--- src/rtl/mac_layer_seq.sv ---
// Serial neural-layer evaluator: one 8x8 MAC steps through N_OUT neurons of N_IN inputs and stores ReLU results.
// Optional per-neuron bias enabled with macro MAC_SEQ_BIAS_EN.
module mac_layer_seq #(
    parameter int N_IN  = 4,
    parameter int N_OUT = 4
) (
    input  logic                                        clk,
    input  logic                                        rst,
    input  logic                                        start,
    input  logic                                        in_wr_en,
    input  logic [$clog2(N_IN)-1:0]                     in_wr_addr,
    input  logic signed [7:0]                           in_wr_data,
    input  logic                                        w_wr_en,
    input  logic [$clog2(N_IN*N_OUT)-1:0]               w_wr_addr,
    input  logic signed [7:0]                           w_wr_data,
`ifdef MAC_SEQ_BIAS_EN
    input  logic                                        b_wr_en,
    input  logic [((N_OUT > 1) ? $clog2(N_OUT) : 1)-1:0] b_wr_addr,
    input  logic signed [7:0]                           b_wr_data,
`endif
    input  logic [((N_OUT > 1) ? $clog2(N_OUT) : 1)-1:0] out_rd_addr,
    output logic signed [15:0]                          out_rd_data,
    output logic                                        busy,
    output logic                                        done
);

    localparam int IAW = $clog2(N_IN);
    localparam int WAW = $clog2(N_IN * N_OUT);
    localparam int OAW = (N_OUT > 1) ? $clog2(N_OUT) : 1;

    localparam logic [2:0] S_IDLE  = 3'd0;
    localparam logic [2:0] S_CLEAR = 3'd1;
    localparam logic [2:0] S_MAC   = 3'd2;
    localparam logic [2:0] S_STORE = 3'd3;
    localparam logic [2:0] S_DONE  = 3'd4;

    localparam logic [IAW-1:0] I_LAST = IAW'(N_IN - 1);
    localparam logic [OAW-1:0] J_LAST = OAW'(N_OUT - 1);
    localparam logic [WAW-1:0] W_LAST = WAW'(N_IN * N_OUT - 1);

    function automatic logic signed [15:0] relu(input logic signed [15:0] a);
        if (a[15]) begin
            relu = 16'sd0;
        end else begin
            relu = a;
        end
    endfunction

    logic [2:0]          state_q, state_d;
    logic signed [15:0]  acc_q,   acc_d;
    logic [IAW-1:0]      i_q,     i_d;
    logic [OAW-1:0]      j_q,     j_d;
    logic signed [7:0]   x_q   [N_IN];
    logic signed [7:0]   x_d   [N_IN];
    logic signed [7:0]   w_q   [N_IN*N_OUT];
    logic signed [7:0]   w_d   [N_IN*N_OUT];
    logic signed [15:0]  out_q [N_OUT];
    logic signed [15:0]  out_d [N_OUT];
`ifdef MAC_SEQ_BIAS_EN
    logic signed [7:0]   bias_q [N_OUT];
    logic signed [7:0]   bias_d [N_OUT];
`endif

    logic               busy_s;
    logic [WAW-1:0]     w_idx_s;
    logic signed [15:0] x_ext_s;
    logic signed [15:0] w_ext_s;
    logic signed [15:0] prod_s;
    logic signed [15:0] clear_val_s;

    assign busy_s = (state_q != S_IDLE);
    assign busy   = busy_s;
    assign done   = (state_q == S_DONE);

    // Operand fetch and full-precision signed product for the current (neuron, input) pair.
    always_comb begin
        w_idx_s = WAW'(int'(j_q) * N_IN + int'(i_q));
        x_ext_s = {{8{x_q[i_q][7]}}, x_q[i_q]};
        w_ext_s = {{8{w_q[w_idx_s][7]}}, w_q[w_idx_s]};
        prod_s  = 16'(x_ext_s * w_ext_s);
`ifdef MAC_SEQ_BIAS_EN
        clear_val_s = {{8{bias_q[j_q][7]}}, bias_q[j_q]};
`else
        clear_val_s = 16'sd0;
`endif
    end

    // Sequencer next-state plus storage writes (host writes only land while idle).
    always_comb begin
        state_d = state_q;
        acc_d   = acc_q;
        i_d     = i_q;
        j_d     = j_q;
        x_d     = x_q;
        w_d     = w_q;
        out_d   = out_q;
`ifdef MAC_SEQ_BIAS_EN
        bias_d  = bias_q;
`endif
        case (state_q)
            S_IDLE: begin
                if (start) begin
                    state_d = S_CLEAR;
                end else begin
                    state_d = S_IDLE;
                end
            end
            S_CLEAR: begin
                acc_d   = clear_val_s;
                i_d     = '0;
                state_d = S_MAC;
            end
            S_MAC: begin
                acc_d = acc_q + prod_s;
                if (i_q == I_LAST) begin
                    i_d     = '0;
                    state_d = S_STORE;
                end else begin
                    i_d     = i_q + IAW'(1);
                    state_d = S_MAC;
                end
            end
            S_STORE: begin
                out_d[j_q] = relu(acc_q);
                if (j_q == J_LAST) begin
                    state_d = S_DONE;
                end else begin
                    j_d     = j_q + OAW'(1);
                    state_d = S_CLEAR;
                end
            end
            S_DONE: begin
                j_d     = '0;
                state_d = S_IDLE;
            end
            default: begin
                acc_d   = 16'sd0;
                i_d     = '0;
                j_d     = '0;
                state_d = S_IDLE;
            end
        endcase

        if (!busy_s && in_wr_en && (in_wr_addr <= I_LAST)) begin
            x_d[in_wr_addr] = in_wr_data;
        end else begin
            x_d[0] = x_q[0];
        end
        if (!busy_s && w_wr_en && (w_wr_addr <= W_LAST)) begin
            w_d[w_wr_addr] = w_wr_data;
        end else begin
            w_d[0] = w_q[0];
        end
`ifdef MAC_SEQ_BIAS_EN
        if (!busy_s && b_wr_en && (b_wr_addr <= J_LAST)) begin
            bias_d[b_wr_addr] = b_wr_data;
        end else begin
            bias_d[0] = bias_q[0];
        end
`endif
    end

    // State and storage registers; rst clears everything including the buffers.
    always_ff @(posedge clk) begin
        if (rst) begin
            state_q <= S_IDLE;
            acc_q   <= 16'sd0;
            i_q     <= '0;
            j_q     <= '0;
            for (int k = 0; k < N_IN; k++)         x_q[k]   <= 8'sd0;
            for (int k = 0; k < N_IN * N_OUT; k++) w_q[k]   <= 8'sd0;
            for (int k = 0; k < N_OUT; k++)        out_q[k] <= 16'sd0;
`ifdef MAC_SEQ_BIAS_EN
            for (int k = 0; k < N_OUT; k++)        bias_q[k] <= 8'sd0;
`endif
        end else begin
            state_q <= state_d;
            acc_q   <= acc_d;
            i_q     <= i_d;
            j_q     <= j_d;
            x_q     <= x_d;
            w_q     <= w_d;
            out_q   <= out_d;
`ifdef MAC_SEQ_BIAS_EN
            bias_q  <= bias_d;
`endif
        end
    end

    // Result buffer read port; unpopulated addresses read zero.
    always_comb begin
        if (out_rd_addr <= J_LAST) begin
            out_rd_data = out_q[out_rd_addr];
        end else begin
            out_rd_data = 16'sd0;
        end
    end

endmodule

--- config.mk ---
export PLATFORM = sky130hd
export DESIGN_NAME = mac_layer_seq
export DESIGN_NICKNAME = d
export VERILOG_FILES = /design/src/rtl/mac_layer_seq.sv
export SDC_FILE = /design/constraint.sdc
export NUM_CORES = 1
export LEC_CHECK = 0
export ABC_AREA = 1
export BUFFER_PORTS_ARGS = -buffer_cell sky130_fd_sc_hd__buf_2
export CORE_ASPECT_RATIO = 1.5
export CORE_UTILIZATION = 56
export DETAILED_ROUTE_END_ITERATION = 16
export HOLD_SLACK_MARGIN = 0.03
export PLACE_DENSITY = 0.77
export SLEW_MARGIN = 20
export SYNTH_ARGS = -nofsm -noshare
export SYNTH_HDL_FRONTEND = slang
export SYNTH_SLANG_ARGS = --single-unit
--- constraint.sdc ---
create_clock -name clk -period 8.2 [get_ports clk]
set_clock_uncertainty 0.15 [all_clocks]
set_input_delay 1.64 -clock clk [delete_from_list [all_inputs] [get_ports clk]]
set_output_delay 1.64 -clock clk [all_outputs]
set_load 0.005 [all_outputs]
### Word level (Yosys, flattened, before mapping)

Index checks and enable logic that the tools add are counted.

* input bits: 29
* register bits: 247

* reduce and logical (&&, ||, !) cells: 13
* bitwise logic cells: 7
* equality and inequality tests: 7
* mux-type cells: 30
* add/subtract/negate cells: 4
* magnitude comparators: 12
* multipliers: 1

Operators with widths (number)
* 128-bit bitwise mux: 1
* 16-bit 2-to-1 mux: 5
* 64-bit bitwise mux: 1
* 8-bit 2-to-1 mux: 6
* 16-bit binary-select mux with 2-bit select: 1
* 8-bit binary-select mux with 4-bit select: 1
* 32-bit bitwise mux: 1
* 16-bit demux with 2-bit select: 1
* 8-bit demux with 4-bit select: 1
* 16-bit case mux with 2 select lines: 1
* 16-bit adder: 1
* 8-bit binary-select mux with 2-bit select: 1
* 8-bit demux with 2-bit select: 1
* 8-bit by 8-bit multiplier with 16-bit output: 1
* 15-bit 2-to-1 mux: 1
* 3-bit >= comparator (second input constant): 4
* 2-bit NOT with 3-bit output: 4
* 3-bit case mux with 4 select lines: 1
* 5-bit >= comparator (second input constant): 2
* 4-bit NOT with 5-bit output: 2
* 2-bit case mux with 2 select lines: 2
* 1-bit logical AND: 7
* 3-bit by 2-bit equality test with 1-bit output (second input constant): 2
* 3-bit by 1-bit less-than comparator with 1-bit output (second input constant): 2
* other kinds (18): 24

### Logic depth before layout (Yosys ltp)

* word-level depth: 8
* gate-level depth with buffers: 31

### Worst setup path before layout

Ideal clock, no wire load.

* kind: flip-flop to flip-flop
* start: register i_q[1]
* end: register acc_q[13]
* path buffers: 2
* period minus slack after synthesis: 5.672 ns
* cell stages (with the launch flop): 25
* data arrival time: 5.390 ns
* slack: 2.528 ns
* cells stage by stage: dfxtp_1 buf_4 buf_2 o21ai_0 o221ai_1 o211ai_1 nand2_2 inv_1 nor2_1 inv_1 fa_1 inv_1 fa_1 fa_1 fa_1 fa_1 ha_1 nand2_1 nor2_1 nand2_1 nand3_1 a21oi_1 or2_2 nand3_1 a21oi_1

* cells in the longest elaborated chain, start to end: 8
* elaborated cells on any way between the ends: 12
* those cells by class: add/sub (2); mul (1); mux (7); bitwise (2)

RTL lines
* start, declared: RTL line 51 `logic [IAW-1:0] i_q, i_d;`
* start signal, assigned: RTL line 179 `i_q <= i_d;`
* 4-bit by 2-bit adder with 4-bit output: RTL line 77 `w_idx_s = WAW'(int'(j_q) * N_IN + int'(i_q));`
* 4-bit NOT with 5-bit output (not written as such): RTL line 79 `w_ext_s = {{8{w_q[w_idx_s][7]}}, w_q[w_idx_s]};`
* 8-bit binary-select mux with 4-bit select: RTL line 79
* 8-bit 2-to-1 mux (not written as such) (2 in series): RTL line 79
* 8-bit by 8-bit multiplier with 16-bit output (*): RTL line 80 `prod_s = 16'(x_ext_s * w_ext_s);`
* 16-bit adder (*): RTL line 114 `acc_d = acc_q + prod_s;`
* 16-bit case mux with 2 select lines (*): RTL line 100 `case (state_q)`
* end signal, assigned: RTL line 167 `acc_q <= 16'sd0;`
* end signal, assigned: RTL line 178 `acc_q <= acc_d;`
* end, declared: RTL line 50 `logic signed [15:0] acc_q, acc_d;`

Mark *: on every way between the ends. The rest lies on a longest branch, timed or not. The select of a mux whose other input is x is not followed.
A chain may end at the register's enable or synchronous reset.

### Worst setup path in the final report

* start: register i_q[1]
* end: register acc_q[14]

Same word-level chain as after synthesis.

==> impl_metrics.toml <==
[status]
status = "complete, no violations"

[die]
core_area_um2 = 23800
die_x_um = 129
io_pins = 47
row_count = 69
die_area_um2 = 25000
die_y_um = 193
start_util = 0.572

[placement]
gp_congestion = 0.932
placedCellCount = 2120
portBuffers = 45
placed_cell_area_um2 = 13900
dp_hpwl_mm = 26.1

[cts]
clock_latency_ps = 550
cts_made_buffers = 25
h-tree-depth = 1
root_buffer = "clkbuf_16"
cts_setup_buffers = 0
cts.path.max_buffers = 3
hold_buffers = 0
cts_tree = "built"
cts_sinks = 243
clk_pin_slew_ps = 60
post_cts_resized = 0

[setup_path]
r2r_setup_slack_ps = 1580
rr_endpoint = "acc_q[14]"
reg2reg_depth = 24
critPathCaptureType = "flip-flop"
cp.required_ps = 8440
crit_top_cell = "inv_1"
r2r_start = "i_q[1]"
startpoint_type = "flip-flop"
cp_num_cells = 24
cp_cell_sequence = "buf_4, inv_1, buf_4, a21oi_1, a32oi_2, inv_1, nor2_2, inv_1, fa_1, fa_1, inv_1, fa_1, inv_1, fa_1, inv_1, ha_1, ha_1, inv_1, nor3_1, nand3_1, nand3_1, a21oi_1, o21ai_0, a21oi_1"
cp_max_fo = 39
critical_path_buf_inv_count = 9
path_class = "flip-flop to flip-flop"
critPathMaxStageDelay_ps = 660
slowest_stage = "fa_1"
endpoint = "acc_q[14]"
worstSetupStartpoint = "i_q[1]"
arrival_ps = 6850
cp_top_family = "adder cells"

[drt]
dr.pass1.iters = 5
drc = 0
vias = 12400
drt_wl_total_mm = 37.5
vias_per_cell = 5.74
drtIter0Drc = 980
antenna_left = 0
avgRoutedWirePerCell_um = 17.3

[min_path]
hp-class = "flip-flop to flip-flop"
min_path_cells = 2

[finish]
fin_nets = 1970
drive_gt1_frac = 0.0910
final_common_cell = "nor2_1"
antenna_cells = 0
area_delta_synth_final_pct = 8.65
layout_common_cells = "nor2_1, o21ai_0, dfxtp_1, nand2_1, inv_1"
stdcell_count = 2165
design_area_um2 = 14800
num-fill-cells = 2201

[global_routing]
grt_pass1_wl_mm = 60.1
grt_pass1_vias = 12200
antenna_found_initial = 0
grt_max_degree = 126
grt-ovfl-total = 0
track_usage = 0.307

[synth]
synth_top_family_by_area = "simple AND/OR/NAND/NOR gates"
yosysUniqueCellTypes = 47
yosysSeqAreaShare = 0.357
synthesis.area_um2 = 13600
synth.area.mux_share = 0
syn_inst = 1840
synthXorXnorAreaFrac = 0.00193
ys_ff_latch = 243
syn_avg_cell_area_um2 = 7.41
synth_flop_cell = "dfxtp_1"
yosys.area.top_type_share = 0.357
synthTopCellsByArea = "dfxtp_1, nor2_1, o21ai_0, fa_1, nand2_1"
synth-simple-area-share = 0.226
async_flop_share = 0
synth_warnings = 0
synth_edf_count = 0
synth_nets = 1982
synth_compound_area_frac = 0.191
synth_area_leader_cell = "dfxtp_1"
synthAdderAreaFrac = 0.143

[sta]
period_needed_ps = 6620
finalSetupViolCount = 0
maxSlewHeadroom = 0.273
grt_setup_unrepaired = "false"
max_freq_mhz = 151
slew_violations = 0
max_slew.worst_pin.slew_ps = 1090
finalCritPeriodShare = 0.807
tns_ps = 0
finalHoldViolations = 0

[pwr]
pwr-share-seq = 0.429
p_int_mw = 2.07
peakVddDrop_mv = 0.185
p_clk_frac = 0.437
swShare = 0.277
p_switching_mw = 0.792
p_leak_nw = 6.61
combinationalPowerShare = 0.135
powerDensity_nw_per_um2 = 193

[run]
drv_cap = 0
power by group through the flow:
| stage | clock (mW) | combinational (mW) | sequential (mW) |
|---|---|---|---|
| after floorplan | 0 | 0.286 | 1.24 |
| after global placement | 0 | 0.373 | 1.25 |
| after detailed placement | 0 | 0.382 | 1.25 |
| after CTS | 1.25 | 0.383 | 1.23 |
| after global routing | 1.31 | 0.430 | 1.23 |
| final | 1.25 | 0.385 | 1.23 |
logic make-up (layout without fill, tap and decap cells):
kind of cell,Yosys count,after routing
compound gates,475,475
fa+ha+maj,113,113
flops,243,243
buf+inv,274,280
other cells,1,1
simple gates,731,731
xor+xnor,3,3
sequential cells by signal (all words and copies together) (netlist names):
register  cells
w_q         128
out_q        60
x_q          32
acc_q        16
state_q       3
i_q           2
j_q           2
synthesized netlist by cell type (20+ instances only):
library cell,instances
clkbuf_1,45
nand3_1,37
o21ai_0,303
nor2_1,490
inv_1,151
o221ai_1,20
ha_1,42
fa_1,71
inv_2,26
dfxtp_1,243
a21oi_1,101
nand2_1,159
layer usage:
layer  track usage  vias up  wire length, um
met5             0        -                0
met4         0.181        0             2230
met3        0.0326      133             1830
met2         0.574      433            19400
met1         0.330     5928            14100
li1              -     5941                -
metrics by stage:
step	hold slack, ps	utilization	worst slack, ps	total power [mW]
6_report	303	0.621	1580	2.86
5_1_grt	327	0.621	1280	2.96
2_1_floorplan	280	-	2530	1.53
3_5_place_dp	294	0.583	1610	1.63
4_1_cts	304	0.621	1580	2.86
3_3_place_gp	289	0.583	1680	1.63
worst min-delay path by stage:
stage                    from        end
floorplan           out_q[25]  out_q[25]
global placement    out_q[17]  out_q[17]
detailed placement  out_q[19]  out_q[19]
CTS                 out_q[19]  out_q[19]
global route        out_q[17]  out_q[17]
finish              out_q[25]  out_q[25]
final cells by class:
type | instances | area [um2] | share of cell area
inverter | 181 | 684 | 0.0462
clock inverter | 11 | 190 | 0.0128
clock buffer | 34 | 719 | 0.0486
timing repair buffer | 54 | 293 | 0.0198
sequential | 243 | 4870 | 0.329
tap | 319 | 399 | 0.0270
multi-input combinational | 1323 | 7650 | 0.517
worst register-to-register path: stages, from the launching register on:
cell	delay, ps
dfxtp_1	300
buf_4	240
inv_1	390
buf_4	420
a21oi_1	110
a32oi_2	380
inv_1	260
nor2_2	260
inv_1	90
fa_1	660
fa_1	600
inv_1	60
fa_1	530
inv_1	50
fa_1	520
inv_1	40
ha_1	290
ha_1	330
inv_1	90
nor3_1	240
nand3_1	110
nand3_1	120
a21oi_1	60
o21ai_0	80
a21oi_1	80
No activity file was read; power rests on OpenSTA's default activity.
